### src/rtl/mem_stage_pkg.sv
// Shared widths, field layouts, access-size codes and stage states for the memory stage.
// The misalign rule lives here so the stage can classify an incoming bundle before latching it.
package mem_stage_pkg;

    localparam int EX_DATA_W  = 80;
    localparam int MEM_DATA_W = 74;

    localparam logic [2:0] MM_BYTE = 3'b000;
    localparam logic [2:0] MM_HALF = 3'b001;
    localparam logic [2:0] MM_WORD = 3'b010;

    typedef enum logic [1:0] {
        ST_IDLE = 2'd0,
        ST_REQ  = 2'd1,
        ST_WAIT = 2'd2,
        ST_DONE = 2'd3
    } state_t;

    typedef struct packed {
        logic        mem_write;
        logic        mem_read;
        logic        reg_write;
        logic [3:0]  memto_reg;
        logic [2:0]  mem_mode;
        logic        mem_read_us;
        logic [31:0] rdata2;
        logic [4:0]  rd;
        logic [31:0] result;
    } ex_data_t;

    typedef struct packed {
        logic        reg_write;
        logic [3:0]  memto_reg;
        logic [4:0]  rd;
        logic [31:0] alu_result;
        logic [31:0] load_data;
    } mem_data_t;

    // Unknown size codes behave as word accesses.
    function automatic logic is_misaligned(input logic [2:0] mode, input logic [1:0] off);
        case (mode)
            MM_BYTE: return 1'b0;
            MM_HALF: return off[0];
            default: return off != 2'b00;
        endcase
    endfunction

endpackage

### src/rtl/mem_align.sv
// Combinational lane logic: store strobes/replicated data, load byte/half select and extend,
// and the misalignment flag for the access described by mode_i/off_i.
module mem_align
    import mem_stage_pkg::*;
(
    input  logic [2:0]  mode_i,
    input  logic [1:0]  off_i,
    input  logic        read_us_i,
    input  logic [31:0] rdata2_i,
    input  logic [31:0] rdata_i,
    output logic [3:0]  wstrb_o,
    output logic [31:0] wdata_o,
    output logic [31:0] load_o,
    output logic        misalign_o
);

    logic [7:0]  byte_sel;
    logic [15:0] half_sel;

    assign byte_sel   = rdata_i[{off_i, 3'b000} +: 8];
    assign half_sel   = off_i[1] ? rdata_i[31:16] : rdata_i[15:0];
    assign misalign_o = is_misaligned(mode_i, off_i);

    always_comb begin
        wstrb_o = 4'b1111;
        wdata_o = rdata2_i;
        load_o  = rdata_i;
        case (mode_i)
            MM_BYTE: begin
                wstrb_o = 4'b0001 << off_i;
                wdata_o = {4{rdata2_i[7:0]}};
                load_o  = {{24{~read_us_i & byte_sel[7]}}, byte_sel};
            end
            MM_HALF: begin
                wstrb_o = off_i[1] ? 4'b1100 : 4'b0011;
                wdata_o = {2{rdata2_i[15:0]}};
                load_o  = {{16{~read_us_i & half_sel[15]}}, half_sel};
            end
            default: ;
        endcase
    end

endmodule

### src/rtl/mem_stage.sv
// Memory-access pipeline stage: latches the EX bundle, runs one data-memory transaction
// (req/gnt then rvalid), aligns load data and presents the MEM bundle to write-back.
module mem_stage
    import mem_stage_pkg::*;
(
    input  logic                  clk,
    input  logic                  reset,
    input  logic [EX_DATA_W-1:0]  ex_data,
    input  logic                  ex_valid,
    output logic                  mem_ready,
    output logic                  dm_req,
    output logic                  dm_we,
    output logic [31:0]           dm_addr,
    output logic [3:0]            dm_wstrb,
    output logic [31:0]           dm_wdata,
    input  logic                  dm_gnt,
    input  logic                  dm_rvalid,
    input  logic [31:0]           dm_rdata,
    output logic [MEM_DATA_W-1:0] mem_data,
    output logic                  mem_valid,
    input  logic                  wb_ready,
    output logic [4:0]            mem_rd,
    output logic [31:0]           mem_fd_data,
    output logic                  mem_fd_valid,
    output logic                  mem_stall,
    output logic                  mem_misalign
);

    state_t      state_q, state_d;
    ex_data_t    ex_in, ex_q;
    logic [31:0] load_q;
    mem_data_t   md;

    logic        accept, capture;
    logic        in_access, accept_req;
    logic        held_access, held_misalign;
    logic        align_mis;
    logic [3:0]  align_wstrb;
    logic [31:0] align_wdata, align_load;

    assign ex_in = ex_data;

    // Ready is held low during reset so every output reads 0 while it is asserted.
    assign mem_ready  = ~reset & ((state_q == ST_IDLE) | ((state_q == ST_DONE) & wb_ready));
    assign accept     = ex_valid & mem_ready;
    assign in_access  = ex_in.mem_read | ex_in.mem_write;
    assign accept_req = in_access & ~is_misaligned(ex_in.mem_mode, ex_in.result[1:0]);

    mem_align u_align (
        .mode_i     (ex_q.mem_mode),
        .off_i      (ex_q.result[1:0]),
        .read_us_i  (ex_q.mem_read_us),
        .rdata2_i   (ex_q.rdata2),
        .rdata_i    (dm_rdata),
        .wstrb_o    (align_wstrb),
        .wdata_o    (align_wdata),
        .load_o     (align_load),
        .misalign_o (align_mis)
    );

    assign held_access   = ex_q.mem_read | ex_q.mem_write;
    assign held_misalign = held_access & align_mis;

    always_comb begin
        state_d = state_q;
        capture = 1'b0;
        case (state_q)
            ST_IDLE: begin
                if (accept) state_d = accept_req ? ST_REQ : ST_DONE;
            end
            ST_REQ: begin
                if (dm_gnt & dm_rvalid) begin
                    state_d = ST_DONE;
                    capture = 1'b1;
                end else if (dm_gnt) begin
                    state_d = ST_WAIT;
                end
            end
            ST_WAIT: begin
                if (dm_rvalid) begin
                    state_d = ST_DONE;
                    capture = 1'b1;
                end
            end
            ST_DONE: begin
                if (accept)        state_d = accept_req ? ST_REQ : ST_DONE;
                else if (wb_ready) state_d = ST_IDLE;
            end
            default: state_d = ST_IDLE;
        endcase
    end

    always_ff @(posedge clk or posedge reset) begin
        if (reset) begin
            state_q <= ST_IDLE;
            ex_q    <= '0;
            load_q  <= '0;
        end else begin
            state_q <= state_d;
            if (accept) begin
                ex_q   <= ex_in;
                load_q <= '0;
            end else if (capture & ex_q.mem_read) begin
                load_q <= align_load;
            end
        end
    end

    // Request fields are driven only while requesting; they are stable because ex_q only moves on accept.
    assign dm_req   = (state_q == ST_REQ);
    assign dm_we    = dm_req & ex_q.mem_write;
    assign dm_addr  = dm_req ? {ex_q.result[31:2], 2'b00} : 32'd0;
    assign dm_wstrb = dm_we ? align_wstrb : 4'd0;
    assign dm_wdata = dm_we ? align_wdata : 32'd0;

    always_comb begin
        md.reg_write  = ex_q.reg_write & ~held_misalign;
        md.memto_reg  = ex_q.memto_reg;
        md.rd         = ex_q.rd;
        md.alu_result = ex_q.result;
        md.load_data  = load_q;
    end

    assign mem_data     = md;
    assign mem_valid    = (state_q == ST_DONE);
    assign mem_rd       = ex_q.rd;
    assign mem_fd_data  = ex_q.mem_read ? load_q : ex_q.result;
    assign mem_fd_valid = mem_valid & md.reg_write;
    assign mem_stall    = (state_q == ST_REQ) | (state_q == ST_WAIT);
    assign mem_misalign = mem_valid & held_misalign;

endmodule

### config.mk
export PLATFORM = sky130hd
export DESIGN_NAME = mem_stage
export DESIGN_NICKNAME = d
export VERILOG_FILES = /design/src/rtl/mem_stage_pkg.sv /design/src/rtl/mem_align.sv /design/src/rtl/mem_stage.sv
export SDC_FILE = /design/constraint.sdc
export NUM_CORES = 1
export LEC_CHECK = 0
export CORE_MARGIN = 1
export CORE_UTILIZATION = 38
export CTS_CLUSTER_DIAMETER = 100
export DETAILED_ROUTE_END_ITERATION = 6
export PLACE_DENSITY = 0.74
export SLEW_MARGIN = 20
export SYNTH_ARGS = -nofsm -noshare
export SYNTH_HDL_FRONTEND = slang
export SYNTH_SLANG_ARGS = --single-unit
### constraint.sdc
create_clock -name clk -period 4.6 [get_ports clk]
set_clock_uncertainty 0.2 [all_clocks]
set_input_delay 0.92 -clock clk [delete_from_list [all_inputs] [get_ports clk]]
set_output_delay 0.92 -clock clk [all_outputs]
set_load 0.05 [all_outputs]
==> flow_metrics.py, run 1 <==
metrics = {
    "run_status": {
        "outcome": "finished clean",
    },
    "logic_synthesis": {
        "ys.flop_type": "dfrtp_1",
        "synth_common_cells": "dfrtp_1, mux2_2, buf_4",
        "synth_top_cell_area_share": 0.439,
        "yosys_warnings": 0,
        "synth_edf_count": 0,
        "netlist_area_sq_mm": 0.00650,
        "synth_area_leader_cell": "dfrtp_1",
        "ys_ff_latch": 114,
        "yosys-top-cells-area": "dfrtp_1, mux2_2, buf_4, o2bb2ai_1, a21oi_1",
        "yosysUniqueCellTypes": 41,
        "synth-seq-area-share": 0.439,
        "synth-async-reset-ratio": 1.00,
        "synth_most_common_cell": "dfrtp_1",
        "syn_inst": 605,
        "avgSynthCellArea_sq_um": 10.7,
    },
    "detailed_routing": {
        "drt-initial-drc-count": 353,
        "final_antenna_net_count": 0,
        "dr_total_vias": 5657,
        "via_per_inst": 5.24,
        "first_pass_iters": 5,
        "wl_per_cell_um": 19.9,
        "drc_errors": 0,
        "drt_wl_total_mm": 21.4,
    },
    "global_route": {
        "antenna_found_initial": 0,
        "grt_max_degree": 61,
        "grt_overflow": 0,
        "grt_pass1_vias": 5854,
        "grt_usage": 0.247,
        "grt_pass1_wl_mm": 33.1,
    },
    "sta": {
        "finalMaxSlewViolations": 0,
        "maxSlewHeadroom": 0.440,
        "fin_crit_sh": 0.819,
        "worst_pin_slew_ns": 0.841,
        "max_clock_freq_mhz": 265,
        "setup_violations": 0,
        "finalCriticalPeriod_ns": 3.77,
        "fin_tns_setup_ns": 0,
        "hold_violations": 0,
        "rsz0062_at_grt": "false",
    },
    "floorplan": {
        "die-area_sq_mm": 0.0176,
        "core_sq_mm": 0.0166,
        "die_height_um": 133,
        "initial_core_util": 0.390,
        "fp.dieW_um": 133,
        "fp-row-count": 47,
        "io_pins": 304,
    },
    "critical_path": {
        "end_kind": "output port",
        "timing.critical_path.to": "mem_fd_data[1]",
        "crit_start": "mem_data[33]$_DFFE_PP0N_",
        "reg2reg_from": "ex_q[70]$_DFFE_PP0N_",
        "rr_endpoint": "load_q[25]$_DFFE_PP0P_",
        "crit_slowest_cell": "clkdlybuf4s50_1",
        "cpPeakStageDelay_ns": 0.85,
        "crit_fanout": 23,
        "cp_data_arrival_time_ns": 2.65,
        "worstSetupPathType": "flip-flop to output port",
        "path_cells": "buf_4 > clkinv_1 > o21ai_0 > clkdlybuf4s50_1",
        "start_kind": "flip-flop",
        "required_ns": 3.48,
        "rrSetupSlack_ns": 1.80,
        "worstRegToRegCells": 5,
    },
    "finish": {
        "register_area_sq_mm": 0.00285,
        "drive_gt1_frac": 0.224,
        "num_antenna_cells": 0,
        "area_delta_synth_final_pct": 58.0,
        "fillers": 1375,
        "multiInputGateArea_sq_mm": 0.00307,
        "finalNetCount": 969,
    },
    "clocking": {
        "clock-sinks": 114,
        "post_cts_buffers": 0,
        "cts_resized": 0,
        "clk_latency_ns": 0.42,
        "tritoncts": "yes",
        "ctsRootBufferMaster": "clkbuf_16",
        "path_clk_slew_ns": 0.05,
        "cts_hold_buffers": 0,
        "clockBufferDepth": 2,
        "cts_buffers": 17,
        "cts_max_level": 4,
    },
    "placed_design": {
        "post-dp-hpwl_mm": 15.8,
        "io_buffers": 301,
        "place.gp.congestion": 0.817,
    },
    "hold_path": {
        "holdCritPathClass": "flip-flop to flip-flop",
    },
    "flow_run": {
        "drv.max_cap_violation_count": 0,
    },
}
[per-layer routing]
layer | up-vias | part of all wire | global-route usage
met2 | 251 | 0.50 | 0.432
met1 | 2763 | 0.39 | 0.277
li1 | 2605 | - | -
met3 | 38 | 0.083 | 0.0828
met4 | 0 | 0.026 | 0.0990
met5 | - | 0 | 0
[flip-flops by register name, summed over array words and instances (netlist names)]
register  cells
load_q       32
state_q       2
mem_data     36
mem_rd        5
ex_q         39
[worst max-delay path: cells and delay by family, from the launching register on]
| family | cells | cell delay (ns) |
|---|---|---|
| buffers and inverters | 3 | 1.59 |
| AOI/OAI and AO/OA | 1 | 0.31 |
| DFF | 1 | 0.32 |
[area by class of cell]
type	instances	area share
Clock buffer	22	0.0462
Sequential cell	114	0.278
Clock inverter	10	0.0151
Inverter	8	0.00329
Timing Repair Buffer	313	0.332
Tap cell	220	0.0268
Multi-Input combinational cell	392	0.299
[cells in the final DEF, fill, tap and decap left out, types with 4 or more instances in the layout]
cell,instances
and2_1,33
clkbuf_16,17
nor2_1,17
buf_4,11
mux2_2,111
and3_1,8
o21ai_0,15
bufinv_16,4
dfrtp_1,113
a221oi_1,7
mux2i_1,9
nand2_1,44
buf_12,30
and3b_1,7
clkinv_2,4
clkdlybuf4s50_1,272
inv_1,6
a21oi_1,47
a211o_1,7
a211oi_1,8
or3_1,8
ha_1,5
o2bb2ai_1,39
[cells by family after synthesis]
| kind of cell | Yosys count | share of synthesized area |
|---|---|---|
| AOI/OAI and AO/OA | 133 | 0.144 |
| and+or+nand+nor | 131 | 0.107 |
| muxes | 121 | 0.210 |
| DFF | 114 | 0.439 |
| buffers and inverters | 100 | 0.0907 |
| adders and majority gates | 5 | 0.00963 |
| other | 1 | 0.000577 |
[per-stage QoR]
step / area [sq um] / hold WS (ns) / cells / utilization / setup WS [ns]
after floorplan: 6500 / 0.273 / 606 / - / 0.324
after global placement: 9630 / 0.290 / 1047 / 0.579 / 0.949
after detailed placement: 9630 / 0.295 / 1047 / 0.579 / 0.913
after CTS: 10300 / 0.307 / 1079 / 0.617 / 0.751
after global routing: 10300 / 0.320 / 1079 / 0.617 / 0.670
final: 10300 / 0.302 / 1079 / 0.617 / 0.832
[how the worst min path moves through the flow]
stage,from,endpoint,slack [ns],depth (start not counted)
after global placement,ex_q[54]$_DFFE_PP0N_,ex_q[54]$_DFFE_PP0N_,0.29,1
after detailed placement,mem_data[70]$_DFFE_PP0N_,mem_data[70]$_DFFE_PP0N_,0.29,1
after floorplan,ex_q[77]$_DFFE_PP0N_,ex_q[77]$_DFFE_PP0N_,0.27,1
after CTS,mem_data[70]$_DFFE_PP0N_,mem_data[70]$_DFFE_PP0N_,0.31,1
final,mem_data[70]$_DFFE_PP0N_,mem_data[70]$_DFFE_PP0N_,0.30,1
after global routing,ex_q[59]$_DFFE_PP0N_,ex_q[59]$_DFFE_PP0N_,0.32,1
Power of run 1 is left out: the tool's default activity adds up to more than one toggle a clock period on the data nets, which glitch-free logic cannot reach.
==> run 2, diff against run 1 <==
- CORE_UTILIZATION: 38 -> 42
- PLACE_DENSITY: 0.74 -> 0.78
- clock period: 4.6 -> 3.7 ns (I/O delays scaled with it)
==> run 2 against run 1 <==
Sequential cell count unchanged. Global-route usage up 2.6 points. Register-to-register slack lost 0.84 ns. Count of clock-buffer cells in the layout shrank 2. Core utilization increased by 6.4 points. Worst hold slack worse by 0.0035 ns. Critical path depth grew 1. Wire length fell by 0.92%. Final cell count decreased by 3.2%. Die area decreased by 9.4%. Design area up 0.46%. Non-clock buffer count is 2 lower.
==> flow_metrics.py, run 2 (synthesized netlist as in run 1, its figures left out) <==
metrics = {
    "global_route": {
        "grt_pass1_wl_mm": 33.3,
        "grt_overflow": 0,
        "grt_usage": 0.274,
        "grt_pass1_vias": 5867,
        "grt_max_degree": 115,
        "antenna_found_initial": 0,
    },
    "floorplan": {
        "initial_core_util": 0.429,
        "die_height_um": 126,
        "io_pins": 304,
        "fp-row-count": 45,
        "fp.dieW_um": 126,
        "core_sq_mm": 0.0151,
        "die-area_sq_mm": 0.0160,
    },
    "sta": {
        "max_clock_freq_mhz": 292,
        "finalCriticalPeriod_ns": 3.42,
        "setup_violations": 0,
        "hold_violations": 0,
        "finalMaxSlewViolations": 0,
        "rsz0062_at_grt": "false",
        "whs_ns": 0.299,
        "fin_crit_sh": 0.924,
        "worst_pin_slew_ns": 0.818,
        "maxSlewHeadroom": 0.455,
    },
    "hold_path": {
        "hold_path_startpoint": "ex_q[77]$_DFFE_PP0N_",
        "min_to": "ex_q[77]$_DFFE_PP0N_",
        "holdCritPathClass": "flip-flop to flip-flop",
        "min_delay_path_depth": 1,
    },
    "finish": {
        "area_delta_synth_final_pct": 58.7,
        "finalNetCount": 967,
        "layout_commonest_cell": "clkdlybuf4s50_1",
        "regMostFlops": "ex_q",
        "num_antenna_cells": 0,
        "fillers": 1125,
        "mostFrequentLayoutCells": "clkdlybuf4s50_1, dfrtp_1, mux2_2",
        "largest_reg_flops": 39,
        "drive_gt1_frac": 0.277,
        "utilization": 0.681,
    },
    "detailed_routing": {
        "drt_wl_total_mm": 21.2,
        "dr_total_vias": 5716,
        "wl_per_cell_um": 20.3,
        "final_antenna_net_count": 0,
        "first_pass_iters": 4,
        "drc_errors": 0,
        "drt-initial-drc-count": 295,
        "via_per_inst": 5.47,
    },
    "placed_design": {
        "io_buffers": 301,
        "post-dp-hpwl_mm": 15.6,
        "place.gp.congestion": 0.862,
    },
    "clocking": {
        "clockBufferDepth": 2,
        "clk_latency_ns": 0.42,
        "post_cts_buffers": 0,
        "cts_resized": 0,
        "ctsRootBufferMaster": "clkbuf_16",
        "clock-sinks": 114,
        "tritoncts": "yes",
        "cts_buffers": 17,
        "path_clk_slew_ns": 0.05,
        "cts_max_level": 4,
        "cts_hold_buffers": 0,
    },
    "critical_path": {
        "rrSetupSlack_ns": 0.96,
        "worstRegToRegCells": 5,
        "start_kind": "flip-flop",
        "worstSetupPathType": "flip-flop to output port",
        "required_ns": 2.76,
        "end_kind": "output port",
        "cp_data_arrival_time_ns": 2.48,
        "crit_fanout": 16,
        "reg2reg_from": "ex_q[70]$_DFFE_PP0N_",
        "rr_endpoint": "load_q[19]$_DFFE_PP0P_",
    },
    "run_status": {
        "outcome": "finished clean",
    },
    "flow_run": {
        "drv.max_cap_violation_count": 0,
    },
}
[run 2: through the flow]
stage	cell area, sq um	TNS [ns]	setup WS [ns]	instances
2_1_floorplan	6500	-0.216	-0.216	606
6_report	10300	0	0.280	1045
5_1_grt	10300	0	0.152	1045
4_1_cts	10300	0	0.247	1045
3_3_place_gp	9680	0	0.381	1013
3_5_place_dp	9690	0	0.509	1013
[run 2: routing by layer]
layer	global-route usage	vias up	wire, um
met5	0	-	0
met4	0.0900	0	372
met3	0.0983	27	1850
met2	0.486	253	11100
met1	0.304	2839	7960
li1	-	2597	-
[run 2: cell type report]
cell class,instances,area (sq um),area share
clock inverter,12,155,0.0150
tap,188,235,0.0228
inverter,8,33.8,0.00328
clock buffer,20,467,0.0453
sequential,114,2850,0.277
timing repair buffer,311,3490,0.339
multi-input combinational,392,3070,0.298
[run 2: critical path, cell delays in order (launching register included)]
cell     delay (ns)
dfrtp_1        0.64
buf_4          0.35
or3_1          0.48
nand2_1        0.10
a21oi_1        0.30
buf_12         0.19
[run 2: how the worst max path moves through the flow]
| stage | startpoint | slack [ns] | end | cells past startpoint |
|---|---|---|---|---|
| after floorplan | reset | -0.22 | mem_ready | 2 |
| after global placement | reset | 0.38 | load_q[15]$_DFFE_PP0P_ | 5 |
| after detailed placement | reset | 0.51 | state_q[0]$_DFFE_PP0P_ | 6 |
| after CTS | ex_q[78]$_DFFE_PP0N_ | 0.25 | mem_fd_data[30] | 2 |
| after global routing | ex_q[70]$_DFFE_PP0N_ | 0.15 | dm_wdata[9] | 5 |
| final | ex_q[70]$_DFFE_PP0N_ | 0.28 | dm_wdata[9] | 5 |
Power of run 2 is left out for the same reason.
